===== src/rtl/shifter_pipe_param.sv =====
// shifter_pipe_param: parametrised, pipelined barrel shifter with valid/ready flow control.
//
// One register stage per shift level. Stage k rotates or shifts by 2^k when shift-amount bit k
// is set, otherwise it passes the value through. Latency is LEVELS cycles and throughput is one
// op per cycle. Backpressure ripples combinationally from out_ready back to in_ready.
//
// Ports:
//   clk, rst_n                 clock (rising edge), asynchronous active-low reset
//   in_valid / in_ready        input handshake
//   in_data, in_shamt, in_op   operand, shift amount, op (000 ROL, 001 SLL, 010 ROR, 011 SRL,
//                              100 SRA, others illegal)
//   in_tag                     opaque tag carried with the op
//   out_valid / out_ready      output handshake
//   out_data, out_tag          result and its tag
//   out_illegal                op code was illegal; out_data is the unmodified operand
//   out_zero                   result equals zero (only with SHIFTER_PIPE_ZERO_FLAG_EN defined)
//
// Optional feature macro: SHIFTER_PIPE_ZERO_FLAG_EN adds the registered out_zero flag.
module shifter_pipe_param #(
  parameter int unsigned WIDTH  = 16,
  parameter int unsigned TAG_W  = 4,
  localparam int unsigned LEVELS = $clog2(WIDTH)
) (
  input  logic              clk,
  input  logic              rst_n,
  input  logic              in_valid,
  output logic              in_ready,
  input  logic [WIDTH-1:0]  in_data,
  input  logic [LEVELS-1:0] in_shamt,
  input  logic [2:0]        in_op,
  input  logic [TAG_W-1:0]  in_tag,
  output logic              out_valid,
  input  logic              out_ready,
  output logic [WIDTH-1:0]  out_data,
  output logic [TAG_W-1:0]  out_tag,
`ifdef SHIFTER_PIPE_ZERO_FLAG_EN
  output logic              out_zero,
`endif
  output logic              out_illegal
);

  localparam logic [2:0] OpRol = 3'b000;
  localparam logic [2:0] OpSll = 3'b001;
  localparam logic [2:0] OpRor = 3'b010;
  localparam logic [2:0] OpSrl = 3'b011;
  localparam logic [2:0] OpSra = 3'b100;

  // Per-stage inputs (w_*_in[k] feeds stage k) and the shifted result of each stage.
  logic [WIDTH-1:0]  w_data_in  [LEVELS];
  logic [LEVELS-1:0] w_shamt_in [LEVELS];
  logic [2:0]        w_op_in    [LEVELS];
  logic              w_sign_in  [LEVELS];
  logic [TAG_W-1:0]  w_tag_in   [LEVELS];
  logic              w_ill_in   [LEVELS];
  logic              w_vld_in   [LEVELS];
  logic [WIDTH-1:0]  w_data_sh  [LEVELS];
  logic [LEVELS-1:0] w_load;
  logic [LEVELS-1:0] w_full;
  logic              w_in_ill;

  // Stage registers. The last stage has no use for shamt, op or sign, so those stop one short.
  logic              r_valid [LEVELS];
  logic [WIDTH-1:0]  r_data  [LEVELS];
  logic [TAG_W-1:0]  r_tag   [LEVELS];
  logic              r_ill   [LEVELS];
  logic [LEVELS-1:0] r_shamt [LEVELS-1];
  logic [2:0]        r_op    [LEVELS-1];
  logic              r_sign  [LEVELS-1];

  // Illegal ops travel with a zero shift amount so every stage passes the operand through.
  assign w_in_ill      = (in_op > OpSra);
  assign w_data_in[0]  = in_data;
  assign w_shamt_in[0] = w_in_ill ? '0 : in_shamt;
  assign w_op_in[0]    = in_op;
  assign w_sign_in[0]  = in_data[WIDTH-1];
  assign w_tag_in[0]   = in_tag;
  assign w_ill_in[0]   = w_in_ill;
  assign w_vld_in[0]   = in_valid;

  assign in_ready = w_load[0];

  for (genvar k = 0; k < LEVELS; k++) begin : g_stage
    localparam int unsigned Sh = 2 ** k;
    logic [WIDTH-1:0] w_res;
    logic [WIDTH-1:0] w_fill;

    assign w_full[k] = r_valid[k];
    // Stage k loads when any stage from k to the end has room, or the consumer drains.
    assign w_load[k] = out_ready | ~(&w_full[LEVELS-1:k]);

    if (k > 0) begin : g_link
      assign w_data_in[k]  = r_data[k-1];
      assign w_shamt_in[k] = r_shamt[k-1];
      assign w_op_in[k]    = r_op[k-1];
      assign w_sign_in[k]  = r_sign[k-1];
      assign w_tag_in[k]   = r_tag[k-1];
      assign w_ill_in[k]   = r_ill[k-1];
      assign w_vld_in[k]   = r_valid[k-1];
    end

    always_comb begin
      w_fill = w_sign_in[k] ? ~({WIDTH{1'b1}} >> Sh) : '0;
      w_res  = w_data_in[k];
      if (w_shamt_in[k][k]) begin
        case (w_op_in[k])
          OpRol:   w_res = (w_data_in[k] << Sh) | (w_data_in[k] >> (WIDTH - Sh));
          OpSll:   w_res = w_data_in[k] << Sh;
          OpRor:   w_res = (w_data_in[k] >> Sh) | (w_data_in[k] << (WIDTH - Sh));
          OpSrl:   w_res = w_data_in[k] >> Sh;
          OpSra:   w_res = (w_data_in[k] >> Sh) | w_fill;
          default: w_res = w_data_in[k];
        endcase
      end
    end
    assign w_data_sh[k] = w_res;

    // Payload only updates on a real op so a drained stage keeps its last result.
    always_ff @(posedge clk or negedge rst_n) begin
      if (!rst_n) begin
        r_valid[k] <= 1'b0;
        r_data[k]  <= '0;
        r_tag[k]   <= '0;
        r_ill[k]   <= 1'b0;
      end else if (w_load[k]) begin
        r_valid[k] <= w_vld_in[k];
        if (w_vld_in[k]) begin
          r_data[k] <= w_res;
          r_tag[k]  <= w_tag_in[k];
          r_ill[k]  <= w_ill_in[k];
        end
      end
    end

    if (k < LEVELS - 1) begin : g_ctl
      always_ff @(posedge clk or negedge rst_n) begin
        if (!rst_n) begin
          r_shamt[k] <= '0;
          r_op[k]    <= '0;
          r_sign[k]  <= 1'b0;
        end else if (w_load[k] && w_vld_in[k]) begin
          r_shamt[k] <= w_shamt_in[k];
          r_op[k]    <= w_op_in[k];
          r_sign[k]  <= w_sign_in[k];
        end
      end
    end
  end

  assign out_valid   = r_valid[LEVELS-1];
  assign out_data    = r_data[LEVELS-1];
  assign out_tag     = r_tag[LEVELS-1];
  assign out_illegal = r_ill[LEVELS-1];

`ifdef SHIFTER_PIPE_ZERO_FLAG_EN
  logic r_zero;

  always_ff @(posedge clk or negedge rst_n) begin
    if (!rst_n) begin
      r_zero <= 1'b0;
    end else if (w_load[LEVELS-1] && w_vld_in[LEVELS-1]) begin
      r_zero <= (w_data_sh[LEVELS-1] == '0);
    end
  end

  assign out_zero = r_zero;
`endif

endmodule


===== config.mk =====
export PLATFORM = sky130hd
export DESIGN_NAME = shifter_pipe_param
export DESIGN_NICKNAME = d
export VERILOG_FILES = /design/src/rtl/shifter_pipe_param.sv
export SDC_FILE = /design/constraint.sdc
export NUM_CORES = 1
export LEC_CHECK = 0
export ABC_AREA = 0
export BUFFER_PORTS_ARGS = -buffer_cell sky130_fd_sc_hd__buf_4
export CAP_MARGIN = 15
export CELL_PAD_IN_SITES_DETAIL_PLACEMENT = 2
export CELL_PAD_IN_SITES_GLOBAL_PLACEMENT = 2
export CORE_MARGIN = 4
export CORE_UTILIZATION = 42
export CTS_BUF_LIST = sky130_fd_sc_hd__clkbuf_4 sky130_fd_sc_hd__clkbuf_8
export CTS_CLUSTER_DIAMETER = 150
export DETAILED_ROUTE_END_ITERATION = 8
export PLACE_DENSITY = 0.94
export REMOVE_ABC_BUFFERS = 1
export SETUP_SLACK_MARGIN = 0.1
export SLEW_MARGIN = 5
export SYNTH_ARGS = -nofsm -noshare
export SYNTH_HDL_FRONTEND = slang
export SYNTH_SLANG_ARGS = --single-unit

===== constraint.sdc =====
create_clock -name clk -period 3.1 [get_ports clk]
set_input_delay 0.465 -clock clk [delete_from_list [all_inputs] [get_ports clk]]
set_output_delay 0.465 -clock clk [all_outputs]
set_load 0.05 [all_outputs]

After elaboration in Yosys (flattened, before gate mapping)
Cells that the tools add are included.
{"block": "classes", "n_lt_le_gt_ge": 1, "n_eq_ne": 16, "n_mux": 13, "bitwise_logic": 19, "n_reduce_logical": 15}
{"op": "$pmux 16 s5", "n": 3}
{"op": "$mux 16", "n": 8}
{"op": "$pmux 16 s4", "n": 1}
{"op": "$or 12x16->16", "n": 2}
{"op": "$or 14x16->16", "n": 2}
{"op": "$or 15x16->16", "n": 2}
{"op": "$or 8x16->16", "n": 2}
{"op": "$eq 3x2->1 const B", "n": 8}
{"op": "$or 16x1->16", "n": 1}
{"op": "$or 16x2->16", "n": 1}
{"op": "$or 16x4->16", "n": 1}
{"op": "$eq 3x1->1 const B", "n": 4}
{"op": "$eq 3x3->1 const B", "n": 4}
{"op": "$logic_not 3->1", "n": 4}
{"op": "$reduce_and 2->1", "n": 5}
{"op": "$mux 4", "n": 1}
{"op": "$not 1->1", "n": 4}
{"op": "$or 1x1->1", "n": 4}
{"op": "$reduce_and 4->1", "n": 1}
{"op": "$gt 3x3->1 const B", "n": 1}
{"op": "$logic_and 1x1->1", "n": 3}
{"op": "$reduce_and 3->1", "n": 1}
{"op": "$reduce_or 2->1", "n": 1}
{"block": "word_totals", "reg_bits": 112, "inputBits": 31, "output_inout_bits": 23, "elab_cells": 89}

Logic depth before layout (Yosys ltp)
{"block": "depth", "ltp_word": 4, "depth_mapped": 7, "depth_no_buf": 4}

Least setup slack after synthesis
No wires, ideal clock.
{"block": "synth_path", "path_kind": "register to register", "start": "register r_valid (netlist bit out_valid)", "end": "register r_shamt[6] (netlist name)", "setup_ps": 125, "arrival_ps": 1680, "required_time_ps": 2975, "setup_slack_ps": 1296, "stages_incl_launch_ff": 5, "path_buffers": 1, "synth_period_minus_slack_ps": 1804, "cell_sequence": "dfrtp_1 > nand4b_1 > nand2_1 > buf_2 > mux2_2"}
{"block": "synth_between", "elab_chain_cells": 4}
{"item": "start, declared", "line": "62", "source": "logic r_valid [LEVELS];"}
{"item": "start signal, assigned by index", "line": "125", "source": "r_valid[k] <= w_vld_in[k];"}
{"item": "$reduce_and 3->1", "line": "89", "source": "assign w_load[k] = out_ready | ~(&w_full[LEVELS-1:k]);"}
{"item": "$not 1->1", "line": "89"}
{"item": "$or 1x1->1", "line": "89"}
{"item": "$logic_and 1x1->1", "line": "140", "source": "end else if (w_load[k] && w_vld_in[k]) begin"}
{"item": "end signal, assigned by index", "line": "141", "source": "r_shamt[k] <= w_shamt_in[k];"}
{"item": "end, declared", "line": "66", "source": "logic [LEVELS-1:0] r_shamt [LEVELS-1];"}
No other way between the ends.
A chain may end at the register's enable or synchronous reset.

Worst setup path after layout
{"block": "layout_path", "start": "register r_op[5] (netlist name)", "end": "register r_data[16] (netlist name)"}
{"block": "layout_between", "elab_chain_cells": 3, "word_cells_on_any_way": 7, "cone_classes": "eq/ne: 4; mux: 2; reduce/logical: 1"}
{"item": "start, declared", "line": "67", "source": "logic [2:0] r_op [LEVELS-1];"}
{"item": "start signal, assigned by index", "line": "142", "source": "r_op[k] <= w_op_in[k];"}
{"item": "$eq 3x3->1 (tied with other cells)", "line": "105", "source": "case (w_op_in[k])"}
{"item": "$pmux 16 s5 (*)", "line": "105"}
{"item": "$mux 16 (*)", "line": "104", "source": "if (w_shamt_in[k][k]) begin"}
{"item": "end signal, assigned by index", "line": "127", "source": "r_data[k] <= w_res;"}
{"item": "end, declared", "line": "63", "source": "logic [WIDTH-1:0] r_data [LEVELS];"}
Every way passes the cells marked *; elsewhere a longest branch is shown, timed or not.

==> flow_summary.ini <==
[status]
status = finished, final reports clean

[placement]
port_buffers = 53
dp_hpwl_mm = 12.5
gp_congestion = 0.793

[global_routing]
antenna_found_initial = 0
grt_use_total = 0.217
grt_max_degree = 57
grt_pass1_wl_mm = 28.1
grt-ovfl-total = 0
grt_pass1_vias = 5316

[clock_tree]
post_cts_buffers = 0
clockRootBuffer = clkbuf_8
cts_tree = yes
numCtsBuffers = 9
htreeDepth = 3
cts_max_path_buffers = 2
clkLatencyLatePin_ns = 0.40
clk_pin_slew_worst_paths_ns = 0.11
cts_hold_buf = 0
ctsResizeCount = 0
cts_num_sinks = 106

[critical_path]
path_cells = nor2_1 -> a21boi_0 -> o31a_1 -> o31ai_1
critPathSlowestCell = dfrtp_1
critical_path_required_ns = 3.36
worstSetupEndpointType = flop
slowest_delay_ns = 0.92
rr_endpoint = r_data[16]
crit_fanout = 28
crit_arrival_ns = 2.41
r2r-start = r_op[5]
path_class = flop to flop
start_kind = flop
r2r_slack_ns = 0.96
worst-path-buf-inv = 0
cp-endpoint = r_data[16]
setup.worst_path.start = r_op[5]
critical_path_depth = 4
cp_top_family = flip-flops
r2r_cells = 4

[hold_path]
min-delay-path-class = input port to asynchronous set/reset pin

[finish]
layout.nets = 657
area_growth_pct = 8.31
drive_gt1_frac = 0.223
fill_cells = 1479
post-route-util = 0.464
antenna_cells = 0

[synthesis]
netlist.top_cell.by_area = dfrtp_1
synth_edf_count = 0
synthTopCellsByCount = dfrtp_1, nor2_1, nand2_1, o21ai_0, mux2_2
synth_seq_cells = 106
synth.avg_cell_area_um2 = 9.47
synth-seq-area-share = 0.448
syn-cell-area_mm2 = 0.00592
synth_top_area_share = 0.448
synthTopCellsByArea = dfrtp_1, mux2_2, o21ai_0, nor2_1, nand2_1
synth_cells = 625
yosysWarnings = 0
ys_types = 46
synth_most_common_cell = dfrtp_1
postSynth.asyncResetShare = 1.00
synthFlopType = dfrtp_1

[sta]
skew_ns = 0.0138
min_period_ns = 2.14
hold_viol_final = 0
max-slew-margin-rel = 0.385
rsz0062_at_grt = false
fin_setup_tns_ns = 0
fin_crit_sh = 0.692
setup_viol_count_final = 0
fmax_ghz = 0.466
tightest_slew_ns = 0.919
whs_ns = 0.101
maxSlewViolCount = 0

[power_and_ir_drop]
ir_drop_uv = 256
cellPowerDensity_mw_per_mm2 = 834
leakagePower_nw = 2.74

[floorplanning]
core_area_mm2 = 0.0138
ios = 54
row_count = 43
start_util = 0.428
dieArea_mm2 = 0.0161
die_y_um = 127
die_w_um = 127

[route]
ant_nets = 0
wl_per_cell_um = 20.9
viasPerCell = 5.97
vias = 4843
first_pass_iters = 4
wl_mm = 17.0
drt_iter0_drc = 267
drc = 0

[job]
maxCapViolCount = 0
## stage by stage
step	setup WS (ns)	total power, mW	area [µm²]	std cells
after global placement	0.955	4.31	6220	795
after detailed placement	0.844	4.53	6220	795
final	0.956	5.35	6410	811
after global routing	0.777	5.69	6410	811
after CTS	0.949	5.40	6410	811
after floorplan	-0.0331	3.68	5510	553
## where the power goes
group          internal (mW)  switching [mW]
Clock                  0.307           0.539
Sequential              1.83           0.563
Combinational          0.803            1.31
## per-layer routing
metal,global-route usage,up-vias,wire (µm)
met5,0,-,0
met4,0.0896,0,457
met3,0.0295,31,439
met2,0.404,88,9170
met1,0.249,2475,6900
li1,-,2249,-
## cells in the final DEF, fill, tap and decap left out, drive strengths merged, types with 8 or more instances in the layout
master / synthesis / final
mux2: 43 / 43
a22o: 9 / 9
buf: 47 / 62
clkbuf: 25 / 9
a21oi: 37 / 37
o21ai: 67 / 67
o311a: 11 / 11
inv: 6 / 8
o31ai: 25 / 25
a21o: 14 / 14
o22ai: 19 / 19
dfrtp: 106 / 106
a22oi: 11 / 11
nor2: 66 / 66
a211oi: 15 / 15
nand2b: 12 / 12
nand2: 62 / 62
## registers in the layout (all words and copies together), names as in the netlist
| signal | count |
|---|---|
| r_shamt | 6 |
| r_valid | 3 |
| out_data | 16 |
| r_data | 48 |
| out_valid | 1 |
| r_tag | 12 |
| out_tag | 4 |
| r_ill | 3 |
| out_illegal | 1 |
| r_op | 9 |
| r_sign | 3 |
## cells by family after synthesis
family	synth area share
flip-flops	0.448
buffers and inverters	0.0733
AO/OA/AOI/OAI	0.274
AND/OR/NAND/NOR	0.121
multiplexers	0.0835
## worst register-to-register path, stage by stage, from the launching register on
cell and delay, ns:
dfrtp_1 0.92, nor2_1 0.25, a21boi_0 0.19, o31a_1 0.25
o31ai_1 0.40
## worst min path at each step
stage                            from     endpoint  slack [ns]  cells past startpoint
after global routing            rst_n   r_data[16]        0.15                      1
after detailed placement  out_data[0]  out_data[0]        0.48                      2
after CTS                       rst_n   r_data[16]        0.12                      1
final                           rst_n   r_data[16]        0.10                      1
after floorplan                 rst_n  out_data[0]        0.17                      0
after global placement    r_shamt[11]  r_shamt[11]        0.46                      2
## layout make-up
class / count / area (µm²) / area share
Multi-Input combinational cell: 441 / 2850 / 0.444
Sequential cell: 106 / 2650 / 0.414
Timing Repair Buffer: 62 / 478 / 0.0745
Tap cell: 180 / 225 / 0.0351
Clock buffer: 9 / 124 / 0.0193
Clock inverter: 7 / 65.1 / 0.0101
Inverter: 6 / 22.5 / 0.00351
(Power assumes the default switching activity.)
